===== config.mk =====
export PLATFORM = sky130hd
export DESIGN_NAME = seg7_decoder
export DESIGN_NICKNAME = d
export VERILOG_FILES = /design/src/rtl/seg7_decoder_pkg.sv /design/src/rtl/seg7_glyph_lookup.sv /design/src/rtl/seg7_decoder.sv
export SDC_FILE = /design/constraint.sdc
export NUM_CORES = 1
export LEC_CHECK = 0
export ABC_AREA = 1
export CAP_MARGIN = 20
export CORE_MARGIN = 2
export CORE_UTILIZATION = 40
export CTS_CLUSTER_DIAMETER = 100
export DETAILED_ROUTE_END_ITERATION = 8
export PLACE_DENSITY = 0.66
export SYNTH_ARGS = -nofsm -noshare
export SYNTH_HDL_FRONTEND = slang
export SYNTH_SLANG_ARGS = --single-unit

===== constraint.sdc =====
create_clock -name clk -period 3 [get_ports clk]
set_input_delay 0.75 -clock clk [delete_from_list [all_inputs] [get_ports clk]]
set_output_delay 0.75 -clock clk [all_outputs]
set_load 0.01 [all_outputs]

===== src/rtl/seg7_decoder_pkg.sv =====
// Shared constants for the seven-segment reverse decoder: glyph codes, FSM states, counter width.
// Segment patterns are active-low, bit0 = segment a ... bit6 = segment g.
package seg7_decoder_pkg;

    localparam int unsigned CNT_W = 8;

    localparam logic [6:0] SEG_0 = 7'h40;
    localparam logic [6:0] SEG_1 = 7'h79;
    localparam logic [6:0] SEG_2 = 7'h24;
    localparam logic [6:0] SEG_3 = 7'h30;
    localparam logic [6:0] SEG_4 = 7'h19;
    localparam logic [6:0] SEG_5 = 7'h12;
    localparam logic [6:0] SEG_6 = 7'h02;
    localparam logic [6:0] SEG_7 = 7'h78;
    localparam logic [6:0] SEG_8 = 7'h00;
    localparam logic [6:0] SEG_9 = 7'h18;
    localparam logic [6:0] SEG_A = 7'h08;
    localparam logic [6:0] SEG_B = 7'h03;
    localparam logic [6:0] SEG_C = 7'h46;
    localparam logic [6:0] SEG_D = 7'h21;
    localparam logic [6:0] SEG_E = 7'h06;
    localparam logic [6:0] SEG_F = 7'h0E;

    typedef logic [1:0] state_t;

    localparam state_t WAIT_HI = 2'd0;
    localparam state_t WAIT_LO = 2'd1;
    localparam state_t FULL    = 2'd2;

    // Saturating increment: holds at all-ones instead of wrapping.
    function automatic logic [CNT_W-1:0] sat_inc(input logic [CNT_W-1:0] v);
        return (v == {CNT_W{1'b1}}) ? v : v + 1'b1;
    endfunction

endpackage


===== src/rtl/seg7_glyph_lookup.sv =====
// Combinational inverse of the hex-to-segment decoder: maps a pattern back to its digit.
// legal is low for any code that is not one of the 16 hex glyphs.
module seg7_glyph_lookup
    import seg7_decoder_pkg::*;
(
    input  logic [6:0] seg_in,
    output logic [3:0] digit,
    output logic       legal
);

    always_comb begin
        digit = 4'h0;
        legal = 1'b1;
        unique case (seg_in)
            SEG_0:   digit = 4'h0;
            SEG_1:   digit = 4'h1;
            SEG_2:   digit = 4'h2;
            SEG_3:   digit = 4'h3;
            SEG_4:   digit = 4'h4;
            SEG_5:   digit = 4'h5;
            SEG_6:   digit = 4'h6;
            SEG_7:   digit = 4'h7;
            SEG_8:   digit = 4'h8;
            SEG_9:   digit = 4'h9;
            SEG_A:   digit = 4'hA;
            SEG_B:   digit = 4'hB;
            SEG_C:   digit = 4'hC;
            SEG_D:   digit = 4'hD;
            SEG_E:   digit = 4'hE;
            SEG_F:   digit = 4'hF;
            default: legal = 1'b0;
        endcase
    end

endmodule


===== src/rtl/seg7_decoder.sv =====
// Pairs decoded seven-segment digits into bytes (high digit first) behind valid/ready handshakes.
// Counts produced bytes and rejected patterns, both saturating.
module seg7_decoder
    import seg7_decoder_pkg::*;
(
    input  logic             clk,
    input  logic             rst_n,
    input  logic [6:0]       seg_in,
    input  logic             seg_valid,
    output logic             seg_ready,
    output logic [7:0]       byte_out,
    output logic             byte_valid,
    input  logic             byte_ready,
    output logic             err,
    output logic [CNT_W-1:0] byte_count,
    output logic [CNT_W-1:0] err_count
);

    state_t           state_q, state_d;
    logic [3:0]       hi_q, hi_d;
    logic [7:0]       byte_q, byte_d;
    logic             err_q, err_d;
    logic [CNT_W-1:0] bcnt_q, bcnt_d;
    logic [CNT_W-1:0] ecnt_q, ecnt_d;

    logic [3:0] digit;
    logic       legal;
    logic       accept;

    seg7_glyph_lookup u_lookup (
        .seg_in (seg_in),
        .digit  (digit),
        .legal  (legal)
    );

    // Gated by rst_n so the block never advertises ready while held in reset.
    assign seg_ready = rst_n & ((state_q == WAIT_HI) | (state_q == WAIT_LO));
    assign accept    = seg_valid & seg_ready;

    always_comb begin
        state_d = state_q;
        hi_d    = hi_q;
        byte_d  = byte_q;
        bcnt_d  = bcnt_q;
        err_d   = accept & ~legal;
        ecnt_d  = (accept & ~legal) ? sat_inc(ecnt_q) : ecnt_q;
        case (state_q)
            WAIT_HI: begin
                if (accept && legal) begin
                    hi_d    = digit;
                    state_d = WAIT_LO;
                end
            end
            WAIT_LO: begin
                if (accept) begin
                    if (legal) begin
                        byte_d  = {hi_q, digit};
                        bcnt_d  = sat_inc(bcnt_q);
                        state_d = FULL;
                    end else begin
                        // Drop the held high digit and resynchronise on the next pattern.
                        hi_d    = 4'h0;
                        state_d = WAIT_HI;
                    end
                end
            end
            FULL: begin
                if (byte_ready) begin
                    state_d = WAIT_HI;
                end
            end
            default: state_d = WAIT_HI;
        endcase
    end

    always_ff @(posedge clk or negedge rst_n) begin
        if (!rst_n) begin
            state_q <= WAIT_HI;
            hi_q    <= 4'h0;
            byte_q  <= 8'h00;
            err_q   <= 1'b0;
            bcnt_q  <= '0;
            ecnt_q  <= '0;
        end else begin
            state_q <= state_d;
            hi_q    <= hi_d;
            byte_q  <= byte_d;
            err_q   <= err_d;
            bcnt_q  <= bcnt_d;
            ecnt_q  <= ecnt_d;
        end
    end

    assign byte_out   = byte_q;
    assign byte_valid = (state_q == FULL);
    assign err        = err_q;
    assign byte_count = bcnt_q;
    assign err_count  = ecnt_q;

endmodule


==> run_results.csv <==
group,metric,value,unit
yosys,syn_area,1860,um^2
pwr,fin_total_pwr,1190,uW
critical_path,cp_max_fo,2,
detailed_routing,ant_nets,0,
global_routing,grt_pass1_vias,1517,
cts,path_clk_slew,0.06,ns
critical_path,criticalPathCategory,"in2out",
cts,clk_latency,0.28,ns
detailed_routing,dr.pass1.iters,4,
critical_path,end_kind,"output pin",
detailed_routing,vias_per_cell,4.75,
cells_and_area,n_fill_cell,431,
cells_and_area,drive_gt1_share,14.5,%
timing,max_freq,0.373,GHz
detailed_routing,drc,0,
global_routing,gr-total-overflow,0,
timing,finalCritPeriodShare,89.5,%
timing,setup_violations,0,
detailed_routing,wire_per_inst,10.4,um
critical_path,critPathLaunchType,"input port",
cells_and_area,design_area,2410,um^2
timing,hold_violations,0,
timing,maxSlewHeadroom,72.3,%
placed_design,gp_congestion,0.818,
timing,slew_viol_final,0,
yosys,synth_nets,258,
cts,cts_hold_buf,0,
outcome,status,"complete, no violations",
cells_and_area,final_nets,302,
pwr,vdd_drop_max,0.000246,V
die,die_x,72.2,um
die,dieArea,5210,um^2
global_routing,grt_pass1_wl,6370,um
cts,postCtsSetupBuffers,0,
placed_design,place_hpwl,2690,um
yosys,synthCells,245,
global_routing,gr-usage-all-layers,15.5,%
timing,rsz0062_at_grt,"no",
critical_path,arrival,1.93,ns
global_routing,antenna_found_initial,0,
job,max-cap-violations,0,
cts,cts_root_buf,"clkbuf_8",
cts,cts_made_buffers,5,
placed_design,port_buffers,37,
detailed_routing,vias,1623,
timing,finalSetupTns,0,ns
cts,clk_path_buf_depth,2,
yosys,synth_warnings,0,
cells_and_area,diodes,0,
die,ios,38,
die,die_h,72.2,um
cells_and_area,stdcell_count,342,
timing,fin_skew,0.00335,ns
yosys,ys_seq_elements,31,
cts,h-tree-depth,2,
timing,whs,0.477,ns
critical_path,cp.required,2.25,ns
placed_design,placed_cell_area,2290,um^2
yosys,avgSynthCellArea,7.59,um^2
cts,cts_tree,"done",
yosys,synthDistinctLibCells,24,
timing,fin_crit,2.68,ns
pwr,p_leak,0.00120,uW
detailed_routing,drtIter0Drc,99,
yosys,ys_seq_area_share,41.7,%
detailed_routing,postRouteWirelength,3560,um
global_routing,grt_max_degree,32,
die,rows,24,
cts,ctsResizeCount,0,
placed_design,dpl.cell_count,334,
timing,worstMarginPinSlew,0.415,ns
die,initial_utilization,42.1,%
cells_and_area,syn_to_final_growth,29.3,%
cts,numClockSinks,31,
die,core_area,4410,um^2
min_path,worstHoldPathType,"reg2reg",
pwr,cellPowerDensity,494,nW/um^2
[per-stage QoR]
stage | worst slack, ns | utilization [%]
floorplan | 1.08 | -
global placement | 0.322 | 51.8
detailed placement | 0.299 | 51.8
CTS | 0.304 | 54.5
global route | 0.273 | 54.5
finish | 0.316 | 54.5
[critical path, cell delays in order]
cell and delay (ns):
clkdlybuf4s50_1 0.48, inv_1 0.04, nor2_1 0.11, clkdlybuf4s50_1 0.55
[cell usage after synthesis]
library cell  number  share of area (%)
o21ai_2            8                3.8
nand2_1           77                 16
nand3_4            1               0.94
nand2_2            7                2.4
buf_6              2                1.2
nor2_8             1                1.1
nor2_4             2                1.2
nand3_1           22                5.9
nor4_1             1               0.34
xnor2_1            6                2.8
ha_1               2                1.3
nor2_1            32                6.5
nand4_1            2               0.67
inv_2              4               0.81
xor2_1             6                2.8
nand2_4            2                1.2
nor2_2             5                1.7
nand3_2            2                1.1
inv_1             25                5.0
dfrtp_1           31                 42
o21ai_1            1               0.27
o21ai_0            2               0.54
nor3_1             3               0.81
o31ai_1            1               0.40
[final timing paths]
check                      slack (ns)  cells past startpoint         start       endpoint
max reg2reg                      1.29                      7  err_count[1]   err_count[0]
max                              0.32                      4         rst_n      seg_ready
min                              0.48                      2       hi_q[3]        hi_q[3]
max in group asynchronous        1.83                      2         rst_n    byte_out[1]
min in group asynchronous        0.89                      2         rst_n  byte_count[3]
min reg2reg                      0.48                      2       hi_q[3]        hi_q[3]
[cells by family after synthesis]
logic type                 synth area share [%]
xor gates and xnor gates                   5.65
and+or+nand+nor                            39.3
DFF                                        41.7
AOI/OAI and AO/OA                          4.98
buffers and inverters                      7.06
adders and majority gates                  1.34
[report_power, final]
| group | leakage [uW] | switching [uW] | internal [uW] |
|---|---|---|---|
| clock | 0.0000612 | 157 | 268 |
| sequential | 0.000421 | 47.3 | 459 |
| combinational | 0.000720 | 126 | 131 |
| total | 0.00120 | 331 | 859 |
[sequential cells by signal, indices dropped and copies added (netlist names)]
name and count:
err 1, byte_count 8, state_q 2, byte_out 8
hi_q 4, err_count 8
[cells in the final DEF, fill, tap and decap left out]
| cell | count |
|---|---|
| clkinv_2 | 1 |
| xor2_1 | 6 |
| clkbuf_8 | 6 |
| bufinv_16 | 1 |
| inv_2 | 4 |
| nand2_4 | 2 |
| buf_4 | 2 |
| nor2_1 | 32 |
| inv_1 | 25 |
| nand2_2 | 7 |
| ha_1 | 2 |
| nand3_4 | 1 |
| clkdlybuf4s50_1 | 37 |
| o21ai_0 | 2 |
| o21ai_2 | 8 |
| nor2_4 | 2 |
| nand3_1 | 22 |
| nor4_1 | 1 |
| o31ai_1 | 1 |
| nor2_2 | 5 |
| o21ai_1 | 1 |
| nand3_2 | 2 |
| nor3_1 | 3 |
| nand4_1 | 2 |
| xnor2_1 | 6 |
| nor2_8 | 1 |
| nand2_1 | 77 |
| dfrtp_1 | 31 |
[cell type report]
class | count | area [um^2] | area share (%)
tap | 52 | 65.1 | 2.70
timing repair buffer | 39 | 385 | 16.0
clock inverter | 2 | 35.0 | 1.46
multi-input combinational | 183 | 953 | 39.6
sequential | 31 | 776 | 32.2
inverter | 29 | 109 | 4.52
clock buffer | 6 | 82.6 | 3.43
[routing by layer]
| layer | wire (um) | global-route usage, % | vias to the layer above |
|---|---|---|---|
| li1 | - | - | 849 |
| met1 | 1700 | 19.3 | 736 |
| met2 | 1640 | 25.3 | 32 |
| met3 | 161 | 4.31 | 6 |
| met4 | 63 | 6.29 | 0 |
| met5 | 0 | 0 | - |
No activity file was read; power rests on OpenSTA's default activity.
==> patch: new RTL, same flow settings <==
`CNT_W`: 8 -> 10.
--- a/src/rtl/seg7_decoder_pkg.sv
+++ b/src/rtl/seg7_decoder_pkg.sv
@@ -3,5 +3,5 @@
 package seg7_decoder_pkg;
 
-    localparam int unsigned CNT_W = 8;
+    localparam int unsigned CNT_W = 10;
 
     localparam logic [6:0] SEG_0 = 7'h40;
Ports: changed (resized byte_count and err_count); port bits go from 38 to 42. No check against the original RTL was run, so the function may have changed too.
==> patch against the unedited design <==
  * Routed wire length grew 23%
  * Design area up 15%
  * Area after synthesis rose by 17%
  * Clock skew up 4.3 ps
  * Die area up 16%
  * Sequential cell count increased by 4
  * Setup slack lost 110 ps
  * Power rose by 18%
  * Clock power rose by 3%
  * Sequential power up 19%
  * Critical endpoint unchanged
==> patch: results (changes against the unedited design) <==
| Metric | Value |
|---|---|
| Final WL | `4.378 mm (+23%)` |
| Final nets | `349 (+16%)` |
| M2 GR Usage | `0.2422 (-0.01056)` |
| Pleak | `1.315 nW (+9.3%)` |
| Synth area leaders | `dfrtp_1 40%, nand2_1 15%, nor2_1 7.6%, o21ai_2 5.6%, inv_1 5.4%` |
| Asr flop ratio synth | `1.000 (unchanged)` |
| Slew @ Worst Pin | `516.7 ps (+102.0 ps)` |
| Clock Path Buffers | `2 (unchanged)` |
| Synth Area in Adders | `0.01152 (-0.001929)` |
| Worst EP arrival | `2050 ps (+120 ps)` |
| Met3 Use GR | `0.03837 (-0.004683)` |
| TritonRoute pass-1 iters | `4 (unchanged)` |
| I/O Buffers | `41 (+11%)` |
| Post-DP Area | `2646 um2 (+16%)` |
| Sequential share of the synthesized area | `0.4032 (-0.01372)` |
| Synth top cells by count | `86 x nand2_1, 44 x nor2_1, 35 x dfrtp_1` |
| GRT met1 Usage | `0.2212 (+0.02820)` |
| Final GP Congestion | `0.8442 (+3.2%)` |
| Met3 wire len | `153 um (-5.0%)` |
| Reg-to-reg startpoint | `err_count[0]` |
| Min-Delay Startpoint | `hi_q[0]` |
| Synth Area in Compound Gates | `0.07604 (+0.02627)` |
| Detailed placer's ending HPWL | `3.290 mm (+22%)` |
| Met2 Wirelength | `2.018 mm (+23%)` |
| Initial drt markers | `133 (+34%)` |
| Status | `complete, no violations` |
| Fillers | `514 (+19%)` |
| XOR/XNOR Fraction of Synth Area | `0.06855 (+0.01206)` |
| Post-Syn Nets | `303 (+17%)` |
| Tot GR Track Use | `0.1583 (+0.003590)` |
| Largest net degree at the start of global routing | `36 (+13%)` |
| Reg-to-reg endpoint | `err_count[9]` |
| M1 WL | `2.142 mm (+26%)` |
| Vias in the first global route | `1704 (+12%)` |
| First-pass GRT wire length | `7.762 mm (+22%)` |
| Maximum vdd ir drop | `0.2623 mV (+6.7%)` |
| Reg-to-reg slack, setup | `1110 ps (-180 ps)` |
| Vias per cell | `4.720 (-0.54%)` |
| Layout cell share with drive strength beyond 1 | `0.1217 (-0.02317)` |
| Netlist cell types | `25 (+4.2%)` |
| Setup skew after layout | `7.615 ps (+4.270 ps)` |
## patch: cell count changes in the layout (fill, tap and decap cells not counted), sizes merged
cell / unedited run / this run
dfrtp: 31 / 35
a21oi: 0 / 2
nand3b: 0 / 1
nand4: 2 / 8
o21ai: 11 / 19
xnor2: 6 / 11
clkdlybuf4s50: 37 / 41
nor2: 40 / 49
inv: 29 / 34
nand2: 86 / 92
nor3: 3 / 0
## patch: cell families (layout without fill, tap and decap cells)
kind of cell,Yosys count,after routing
compound gates,22,22
xor+xnor,17,17
fa+ha+maj,2,2
buf+inv,38,85
flops,35,35
simple gates,176,176
## patch: through the flow
step | cells | setup WS (ps)
global placement | 399 | 160.1
CTS | 407 | 161.0
detailed placement | 399 | 167.3
finish | 407 | 202.0
global route | 407 | 123.4
floorplan | 290 | 1050
## patch: worst min path at each step
stage	to	slack [ps]	cells after the start
2_1_floorplan	hi_q[0]	440	2
3_3_place_gp	hi_q[3]	460	2
3_5_place_dp	hi_q[0]	460	2
4_1_cts	hi_q[2]	480	2
5_1_grt	hi_q[2]	490	2
6_report	hi_q[0]	470	2
## patch: layout make-up
type | instances | area [um2] | area share
Clock inverter | 2 | 35.03 | 0.01268
Tap cell | 70 | 87.58 | 0.03169
Multi-Input combinational cell | 217 | 1130 | 0.4088
Inverter | 34 | 127.6 | 0.04617
Clock buffer | 6 | 82.58 | 0.02988
Timing Repair Buffer | 43 | 425.4 | 0.1539
Sequential cell | 35 | 875.8 | 0.3169
## patch: power breakdown
group,switching (mW),internal (mW)
combinational,0.191,0.171
sequential,0.0700,0.533
clock,0.172,0.269
total,0.432,0.973
## patch: worst max-delay path, cell delays in order
cell	delay, ps
clkdlybuf4s50_1	500
inv_1	50
nor2_1	170
clkdlybuf4s50_1	580
